`src/rtl/bcd_serial_addsub_pkg.sv`:
```
// Shared definitions for the serial BCD add/subtract datapath:
// digit limit, FSM states and the 9's-complement helper.
package bcd_serial_addsub_pkg;

    localparam int unsigned DIGIT_W = 4;
    localparam logic [DIGIT_W-1:0] BCD_MAX = 4'd9;

    typedef enum logic [1:0] {
        IDLE = 2'd0,
        RUN  = 2'd1,
        FIN  = 2'd2
    } state_t;

    function automatic logic [DIGIT_W-1:0] nines(input logic [DIGIT_W-1:0] d);
        return BCD_MAX - d;
    endfunction

endpackage

```
`src/rtl/bcd_serial_addsub_if.sv`:
```
// Start/busy/done handshake and packed-BCD operand/result bus.
interface bcd_serial_addsub_if #(
    parameter int unsigned DIGITS = 4
);
    logic                  start;
    logic                  sub;
    logic [4*DIGITS-1:0]   a;
    logic [4*DIGITS-1:0]   b;
    logic                  busy;
    logic                  done;
    logic [4*DIGITS-1:0]   sum;
    logic                  cout;
    logic                  invalid;

    modport master (
        output start, sub, a, b,
        input  busy, done, sum, cout, invalid
    );

    modport slave (
        input  start, sub, a, b,
        output busy, done, sum, cout, invalid
    );
endinterface

```
`src/rtl/bcd_digit_adder.sv`:
```
// Combinational single-digit BCD adder with decimal-carry correction.
module bcd_digit_adder (
    input  logic [3:0] x,
    input  logic [3:0] y,
    input  logic       cin,
    output logic [3:0] s,
    output logic       cout
);
    logic [4:0] z;
    logic       corr;

    assign z    = 5'(x) + 5'(y) + 5'(cin);
    // Binary sum above 9 needs +6 to wrap back into BCD and raise the carry
    assign corr = z[4] | (z[3] & z[2]) | (z[3] & z[1]);
    assign s    = z[3:0] + {corr, corr, 1'b0};
    assign cout = corr;
endmodule

```
`src/rtl/bcd_serial_addsub.sv`:
```
// Multi-digit BCD adder/subtractor: one digit per clock through a shared
// digit adder, decimal carry rippled through a register.
module bcd_serial_addsub
    import bcd_serial_addsub_pkg::*;
#(
    parameter int unsigned DIGITS = 4
) (
    input  logic                  clk,
    input  logic                  rst,
    bcd_serial_addsub_if.slave    bus
);
    localparam int unsigned IW = (DIGITS > 1) ? $clog2(DIGITS) : 1;
    localparam logic [IW-1:0] LAST_IDX = IW'(DIGITS - 1);

    state_t            state;
    logic [IW-1:0]     idx;
    logic              carry;
    logic [3:0]        a_q   [DIGITS];
    logic [3:0]        b_q   [DIGITS];
    logic [3:0]        sum_q [DIGITS];
    logic              busy_q;
    logic              done_q;
    logic              cout_q;
    logic              invalid_q;

    logic [3:0]        dsum;
    logic              dcarry;
    logic              bad_c;

    bcd_digit_adder u_digit (
        .x    (a_q[idx]),
        .y    (b_q[idx]),
        .cin  (carry),
        .s    (dsum),
        .cout (dcarry)
    );

    // Any raw operand digit outside 0..9 makes the request invalid
    always_comb begin
        bad_c = 1'b0;
        for (int unsigned i = 0; i < DIGITS; i++) begin
            if (bus.a[4*i +: 4] > BCD_MAX || bus.b[4*i +: 4] > BCD_MAX) begin
                bad_c = 1'b1;
            end
        end
    end

    always_ff @(posedge clk or posedge rst) begin
        if (rst) begin
            state     <= IDLE;
            idx       <= '0;
            carry     <= 1'b0;
            busy_q    <= 1'b0;
            done_q    <= 1'b0;
            cout_q    <= 1'b0;
            invalid_q <= 1'b0;
            for (int unsigned i = 0; i < DIGITS; i++) begin
                a_q[i]   <= '0;
                b_q[i]   <= '0;
                sum_q[i] <= '0;
            end
        end else begin
            done_q <= 1'b0;
            unique case (state)
                IDLE: begin
                    busy_q <= 1'b0;
                    // The done cycle is spent in IDLE; a start seen there waits one more cycle
                    if (bus.start && !done_q) begin
                        busy_q    <= 1'b1;
                        idx       <= '0;
                        carry     <= bus.sub;
                        cout_q    <= 1'b0;
                        invalid_q <= 1'b0;
                        for (int unsigned i = 0; i < DIGITS; i++) begin
                            a_q[i]   <= bus.a[4*i +: 4];
                            b_q[i]   <= bus.sub ? nines(bus.b[4*i +: 4]) : bus.b[4*i +: 4];
                            sum_q[i] <= '0;
                        end
                        if (bad_c) begin
                            invalid_q <= 1'b1;
                            state     <= FIN;
                        end else begin
                            state     <= RUN;
                        end
                    end
                end
                RUN: begin
                    sum_q[idx] <= dsum;
                    carry      <= dcarry;
                    if (idx == LAST_IDX) begin
                        cout_q <= dcarry;
                        state  <= FIN;
                    end else begin
                        idx <= idx + IW'(1);
                    end
                end
                FIN: begin
                    done_q <= 1'b1;
                    state  <= IDLE;
                end
                default: state <= IDLE;
            endcase
        end
    end

    for (genvar g = 0; g < DIGITS; g++) begin : g_sum
        assign bus.sum[4*g +: 4] = sum_q[g];
    end

    assign bus.busy    = busy_q;
    assign bus.done    = done_q;
    assign bus.cout    = cout_q;
    assign bus.invalid = invalid_q;

endmodule

```
`src/flat_wrapper.sv`:
```
// flat-port wrapper written by rule: the top's interface ports become plain ports
module bcd_serial_addsub_flat import bcd_serial_addsub_pkg::*;
#(
    parameter int unsigned DIGITS = 4
)
  (clk, rst, bus_start, bus_sub, bus_a, bus_b, bus_busy, bus_done, bus_sum, bus_cout, bus_invalid);
  bcd_serial_addsub_if #(.DIGITS(DIGITS)) bus_i ();
  input  logic clk;
  input  logic rst;
  input wire logic [$bits(bus_i.start)-1:0] bus_start;
  input wire logic [$bits(bus_i.sub)-1:0] bus_sub;
  input wire logic [$bits(bus_i.a)-1:0] bus_a;
  input wire logic [$bits(bus_i.b)-1:0] bus_b;
  output wire logic [$bits(bus_i.busy)-1:0] bus_busy;
  output wire logic [$bits(bus_i.done)-1:0] bus_done;
  output wire logic [$bits(bus_i.sum)-1:0] bus_sum;
  output wire logic [$bits(bus_i.cout)-1:0] bus_cout;
  output wire logic [$bits(bus_i.invalid)-1:0] bus_invalid;
  assign bus_i.start = bus_start;
  assign bus_i.sub = bus_sub;
  assign bus_i.a = bus_a;
  assign bus_i.b = bus_b;
  assign bus_busy = bus_i.busy;
  assign bus_done = bus_i.done;
  assign bus_sum = bus_i.sum;
  assign bus_cout = bus_i.cout;
  assign bus_invalid = bus_i.invalid;
  bcd_serial_addsub #(.DIGITS(DIGITS)) u_core (.clk(clk), .rst(rst), .bus(bus_i));
endmodule
```
`config.mk`:
```
export PLATFORM = sky130hd
export DESIGN_NAME = bcd_serial_addsub_flat
export DESIGN_NICKNAME = d
export VERILOG_FILES = /design/src/rtl/bcd_serial_addsub_pkg.sv /design/src/rtl/bcd_serial_addsub_if.sv /design/src/rtl/bcd_digit_adder.sv /design/src/rtl/bcd_serial_addsub.sv /design/src/flat_wrapper.sv
export SDC_FILE = /design/constraint.sdc
export NUM_CORES = 1
export LEC_CHECK = 0
export ABC_AREA = 1
export CAP_MARGIN = 0
export CORE_UTILIZATION = 55
export CTS_BUF_LIST = sky130_fd_sc_hd__clkbuf_8
export DETAILED_ROUTE_END_ITERATION = 7
export PLACE_DENSITY = 0.89
export SYNTH_ARGS = -nofsm -noshare
export SYNTH_HDL_FRONTEND = slang
export SYNTH_HIERARCHICAL = 1
export SYNTH_SLANG_ARGS = --single-unit
export TNS_END_PERCENT = 50
```
`constraint.sdc`:
```
create_clock -name clk -period 5.3 [get_ports clk]
set_input_delay 1.06 -clock clk [delete_from_list [all_inputs] [get_ports clk]]
set_output_delay 1.06 -clock clk [all_outputs]
set_load 0.02 [all_outputs]
```
After elaboration in Yosys (flattened, before gate mapping)

Index checks and enable logic that the tools add are counted.

Register bits: 57
Bits of input ports: 36
Output and inout port bits: 20
Word-level logic and storage cells: 96

Add/sub/neg operators: 8
Order comparisons: 10
Equality and inequality tests: 6
Multiplexer cells: 34
Bitwise operators: 5
Reductions and logical operators: 14

Operator list:

| operator                                                   | number |
|---|---|
| two-way mux 4 bit                                          | 9 |
| > comparator 4 bit, second input constant                  | 8 |
| one-hot mux 16 bit (2 select lines)                        | 1 |
| binary-select mux 4 bit (select 2 bit)                     | 2 |
| bitwise mux 16 bit                                         | 1 |
| two-way mux 16 bit                                         | 1 |
| subtractor 4 bit, first input constant                     | 4 |
| two-way mux 1 bit                                          | 10 |
| two-way mux 2 bit                                          | 5 |
| demux 4 bit (select 2 bit)                                 | 1 |
| one-hot mux 2 bit (2 select lines)                         | 2 |
| AND reduction 2 bit                                        | 3 |
| AND reduction 3 bit                                        | 2 |
| adder 4 x 4 -> 5 bit                                       | 1 |
| adder 5 x 1 -> 5 bit                                       | 1 |
| adder 4 x 3 -> 4 bit                                       | 1 |
| == test 2 bit, second input constant                       | 2 |
| logical OR 1 bit                                           | 4 |
| inequality test 2 x 1 -> 1 bit, second input constant      | 2 |
| one-hot mux 1 bit (2 select lines)                         | 2 |
| >= comparator 3 bit, second input constant                 | 1 |
| less-than comparator 3 x 1 -> 1 bit, second input constant | 1 |
| inverter 2 -> 3 bit                                        | 1 |
| adder 2 x 1 -> 2 bit, second input constant                | 1 |
| 8 further kinds                                            | 11 |

Logic depth before layout (Yosys ltp)

Depth after elaboration: 12
Gate-level depth with buffers: 22
Gate-level depth less buffers: 20

Cells and area by module

The synthesis kept the hierarchy.

Modules (own cells, without submodules):

| module            | times used | cells each | area an instance (sq um) | sequential area each (sq um) |
|---|---|---|---|---|
| bcd_serial_addsub | 1          | 322        | 2708.8                   | 1426.4 |
| bcd_digit_adder   | 1          | 43         | 279.0                    | 0.0 |

Worst setup path after synthesis

Ideal clock, no wire load.

Kind: flip-flop to flip-flop
Start: register u_core.idx[0]
End: register u_core.sum_q (netlist bit u_core/bus.sum[10])
Setup time: 0.083 ns
Arrival time: 3.173 ns
Data required time: 5.217 ns
Setup slack: 2.045 ns
Stages on the path, launching flop included: 21
Path buffers: 2
Period minus slack after synthesis: 3.255 ns
Cells stage by stage: dfrtp_1 -> buf_2 -> inv_1 -> buf_4 -> nor2_1 -> o22ai_1 -> inv_1 -> fa_1 -> fa_1 -> inv_1 -> nand2_1 -> nand2_2 -> nand2_2 -> nand3_2 -> nand2_2 -> ha_1 -> inv_1 -> fa_1 -> inv_1 -> inv_1 -> o21ai_0

Cells in the longest elaborated chain, start to end: 12
Elaborated cells between the ends (all ways): 21
Classes of those cells: add/sub: 3; order compare: 2; mux: 10; bitwise: 5; reduce/logical: 1

Ends and longest elaborated chain:

| what                                                             | line                                             | source |
|---|---|---|
| from (decl)                                                      | bcd_serial_addsub.sv:16                          | `logic [IW-1:0] idx;` |
| from (signal assigned)                                           | bcd_serial_addsub.sv:94                          | `idx <= idx + IW'(1);` |
| inverter 2 -> 3 bit (implied by the code) *                      | bcd_serial_addsub.sv:31, bcd_serial_addsub.sv:32 |  |
| binary-select mux 4 bit (select 2 bit), on equally long branches | bcd_serial_addsub.sv:31, bcd_serial_addsub.sv:32 |  |
| two-way mux 4 bit, on equally long branches (2 in a row)         | bcd_serial_addsub.sv:31, bcd_serial_addsub.sv:32 |  |
| adder 4 x 4 -> 5 bit *                                           | bcd_digit_adder.sv:12                            | `assign z = 5'(x) + 5'(y) + 5'(cin);` |
| adder 5 x 1 -> 5 bit *                                           | bcd_digit_adder.sv:12                            |  |
| AND 1 bit                                                        | bcd_digit_adder.sv:14                            | `assign corr = z[4] \| (z[3] & z[2]) \| (z[3] & z[1]);` |
| bitwise OR 1 bit                                                 | bcd_digit_adder.sv:14                            |  |
| bitwise OR 1 bit *                                               | bcd_digit_adder.sv:14                            |  |
| via u_core.dcarry                                                | bcd_serial_addsub.sv:27                          | `logic dcarry;` |
| adder 4 x 3 -> 4 bit *                                           | bcd_digit_adder.sv:15                            | `assign s = z[3:0] + {corr, corr, 1'b0};` |
| via u_core.dsum[2]                                               | bcd_serial_addsub.sv:26                          | `logic [3:0] dsum;` |
| bitwise mux 16 bit *                                             | bcd_serial_addsub.sv:88                          | `sum_q[idx] <= dsum;` |
| one-hot mux 16 bit (2 select lines) *                            | bcd_serial_addsub.sv:64                          | `unique case (state)` |
| to (signal, indexed assignment)                                  | bcd_serial_addsub.sv:88                          |  |
| to (decl)                                                        | bcd_serial_addsub.sv:20                          | `logic [3:0] sum_q [DIGITS];` |

Mark *: on every way through the listed nets, which the timed path passes. The rest lies on a longest branch. The select of a mux whose other input is x is not followed.
A chain may end at the register's enable or synchronous reset.

Worst setup path after layout

Start: register u_core.idx[0]
End: register u_core.sum_q (netlist bit u_core/bus.sum[11])

Same word-level chain as after synthesis.

==> impl_metrics.json <==
{
  "p_total_uw": 1720,
  "stdcell_count": 492,
  "r2r_slack_ns": 1.42,
  "vias_per_cell": 5.34,
  "worstPathMaxFanout": 20,
  "slew_headroom": 0.240,
  "endpoint_kind": "flop",
  "grt_usage": 0.258,
  "gp_congestion": 0.814,
  "start_kind": "flop",
  "yosysWarnings": 6,
  "syn_area_um2": 2990,
  "yosys.area.top_type_share": 0.477,
  "htree_levels": 3,
  "cts_buffers": 9,
  "post_dp_cell_area_um2": 3540,
  "syn_nets": 416,
  "synthTopCellsByArea": "dfrtp_1 (48%), nand2_1 (13%), o21ai_0 (8.2%)",
  "layout_commonest_cell": "nand2_1",
  "first_pass_iters": 4,
  "ys_ff_latch": 57,
  "port_buffers": 55,
  "antenna_left": 0,
  "hold-path-endpoint": "u_core/bus.done",
  "maxCapViolCount": 0,
  "die_width_um": 75.7,
  "grt_pass1_wl_um": 10600,
  "grt_pass1_vias": 2384,
  "worstSetupPathType": "reg -> reg",
  "crit_slowest_cell": "dfrtp_1",
  "num_io_pins": 56,
  "max_freq_mhz": 258,
  "post-cts-setup-buffers": 0,
  "cts_tree": "done",
  "cp_cell_sequence": "inv_1 -> o21ai_0 -> o22ai_1 -> inv_1 -> fa_1 -> fa_1 -> nand2_2 -> nand2_2 -> nand2_2 -> nand3_2 -> nand2_2 -> ha_1 -> inv_1 -> fa_1 -> inv_1 -> nand2_1 -> nand2_1 -> inv_1 -> o21ai_0",
  "final_cell_area_um2": 3730,
  "cp.required_ns": 5.53,
  "ff2ff_path_depth": 19,
  "min_period_ns": 3.88,
  "numClockSinks": 57,
  "start_util": 0.578,
  "cts-resized-gates": 0,
  "setup_tns_ns": 0,
  "layout-drive-gt1-share": 0.0664,
  "placed_cells": 477,
  "peakVddDrop_v": 0.000248,
  "fp.coreArea_um2": 5170,
  "rows": 26,
  "r2r_end": "u_core/bus.sum[11]",
  "clkTransAtPathRegs_ns": 0.07,
  "worstMarginPinSlew_ns": 1.14,
  "crit_path_frequent_cell": "inv_1",
  "wl_per_cell_um": 13.6,
  "reg2reg_from": "u_core/idx[0]",
  "clockBufferDepth": 2,
  "crit_start": "u_core/idx[0]",
  "seq_area_frac_synth": 0.477,
  "clock_latency_ns": 0.34,
  "fin_skew_ns": 0.00900,
  "hp-class": "reg -> reg",
  "clockRootBuffer": "clkbuf_8",
  "p_per_area_nw_per_um2": 461,
  "mostFrequentLayoutCells": "nand2_1 (104), dfrtp_1 (57), clkdlybuf4s50_1 (55)",
  "hold_viol": 0,
  "wl_um": 6680,
  "timing.hold.ws_ns": 0.467,
  "grt_max_degree": 67,
  "hp-start": "u_core/state[0]",
  "critPathTopFamily": "adder cells",
  "rsz0062_at_grt": "false",
  "syn_avg_cell_area_um2": 8.19,
  "synth_top_area_cell": "dfrtp_1",
  "antenna_found_initial": 0,
  "period_share": 0.731,
  "initialDrtViolationCount": 187,
  "cts_hold_buffers": 0,
  "place_hpwl_um": 4620,
  "die_area_um2": 5730,
  "cp.buffers_inverters": 5,
  "cpPeakStageDelay_ns": 0.58,
  "synthCells": 365,
  "overflow": 0,
  "power.leakage_uw": 0.00185,
  "synth.distinct_cells": 23,
  "syn_to_final_growth_pct": 25.0,
  "die_y_um": 75.7,
  "nNetsFinal": 469,
  "slew_violations": 0,
  "drc": 0,
  "status": "finished clean",
  "setup_violations": 0,
  "antenna_cells": 0,
  "holdPathStages": 1,
  "vias": 2627,
  "arrival_ns": 4.11
}
[per-layer routing]
| metal | GRT usage | vias up | share of wire |
|---|---|---|---|
| li1 | - | 1278 | - |
| met1 | 0.317 | 1226 | 0.42 |
| met2 | 0.431 | 102 | 0.51 |
| met3 | 0.0450 | 21 | 0.048 |
| met4 | 0.152 | 0 | 0.031 |
| met5 | 0 | - | 0 |
[synthesized netlist by cell type (all sizes together)]
library cell / instances
clkinv: 1
a211oi: 1
ha: 12
dfrtp: 57
inv: 38
xor2: 4
a21oi: 5
clkbuf: 1
nand3: 24
xnor2: 4
nor2: 26
nand2: 110
o22ai: 7
fa: 3
o21ai: 59
buf: 13
[how the worst max path moves through the flow]
stage	cells after the start	endpoint	slack (ns)
floorplan	20	u_core/bus.sum[10]	2.04
global placement	18	u_core/bus.sum[6]	1.81
detailed placement	18	u_core/bus.sum[2]	1.58
CTS	19	u_core/bus.sum[15]	1.52
global route	19	u_core/bus.sum[11]	1.17
finish	19	u_core/bus.sum[11]	1.42
[registers in the layout, indices dropped and copies added, names as in the netlist]
signal and flops:
u_core/a_q 16, u_core/b_q 16, u_core/bus.sum 16, u_core/idx 2, u_core/state 2, u_core/bus.busy 1, u_core/bus.cout 1, u_core/bus.done 1
u_core/bus.invalid 1, u_core/carry 1
[where the power goes]
part           internal (uW)  total (uW)  switching, uW
registers                531         602           71.1
clock network            237         400            164
logic                    263         720            457
total                   1030        1720            692
[cell families after synthesis]
kind of cell / synth area share
buffers and inverters: 0.0817
adder cells (fa/ha/maj): 0.0704
XOR/XNOR: 0.0234
AO/OA/AOI/OAI: 0.124
AND/OR/NAND/NOR: 0.223
flip-flops: 0.477
[per-stage QoR]
step | util | setup slack [ns]
3_3_place_gp | 0.684 | 1.81
2_1_floorplan | - | 2.04
5_1_grt | 0.722 | 1.17
4_1_cts | 0.722 | 1.52
3_5_place_dp | 0.684 | 1.58
6_report | 0.722 | 1.42
[layout make-up]
type                            instances  area (um2)
Timing Repair Buffer                   56         558
Inverter                               39         146
Multi-Input combinational cell        255        1320
Tap cell                               70        87.6
Sequential cell                        57        1430
Clock inverter                          4        43.8
Clock buffer                           11         151
Fill cell                             391        1440
[worst reg2reg max path, cell delays in order, from the launching register on]
cell and delay [ns]:
dfrtp_1 0.58, inv_1 0.49, o21ai_0 0.17, o22ai_1 0.14, inv_1 0.08, fa_1 0.45
fa_1 0.42, nand2_2 0.09, nand2_2 0.07, nand2_2 0.07, nand3_2 0.08, nand2_2 0.09
ha_1 0.15, inv_1 0.05, fa_1 0.37, inv_1 0.07, nand2_1 0.05, nand2_1 0.05
inv_1 0.07, o21ai_0 0.22
Power figures use the tool's default switching activity.
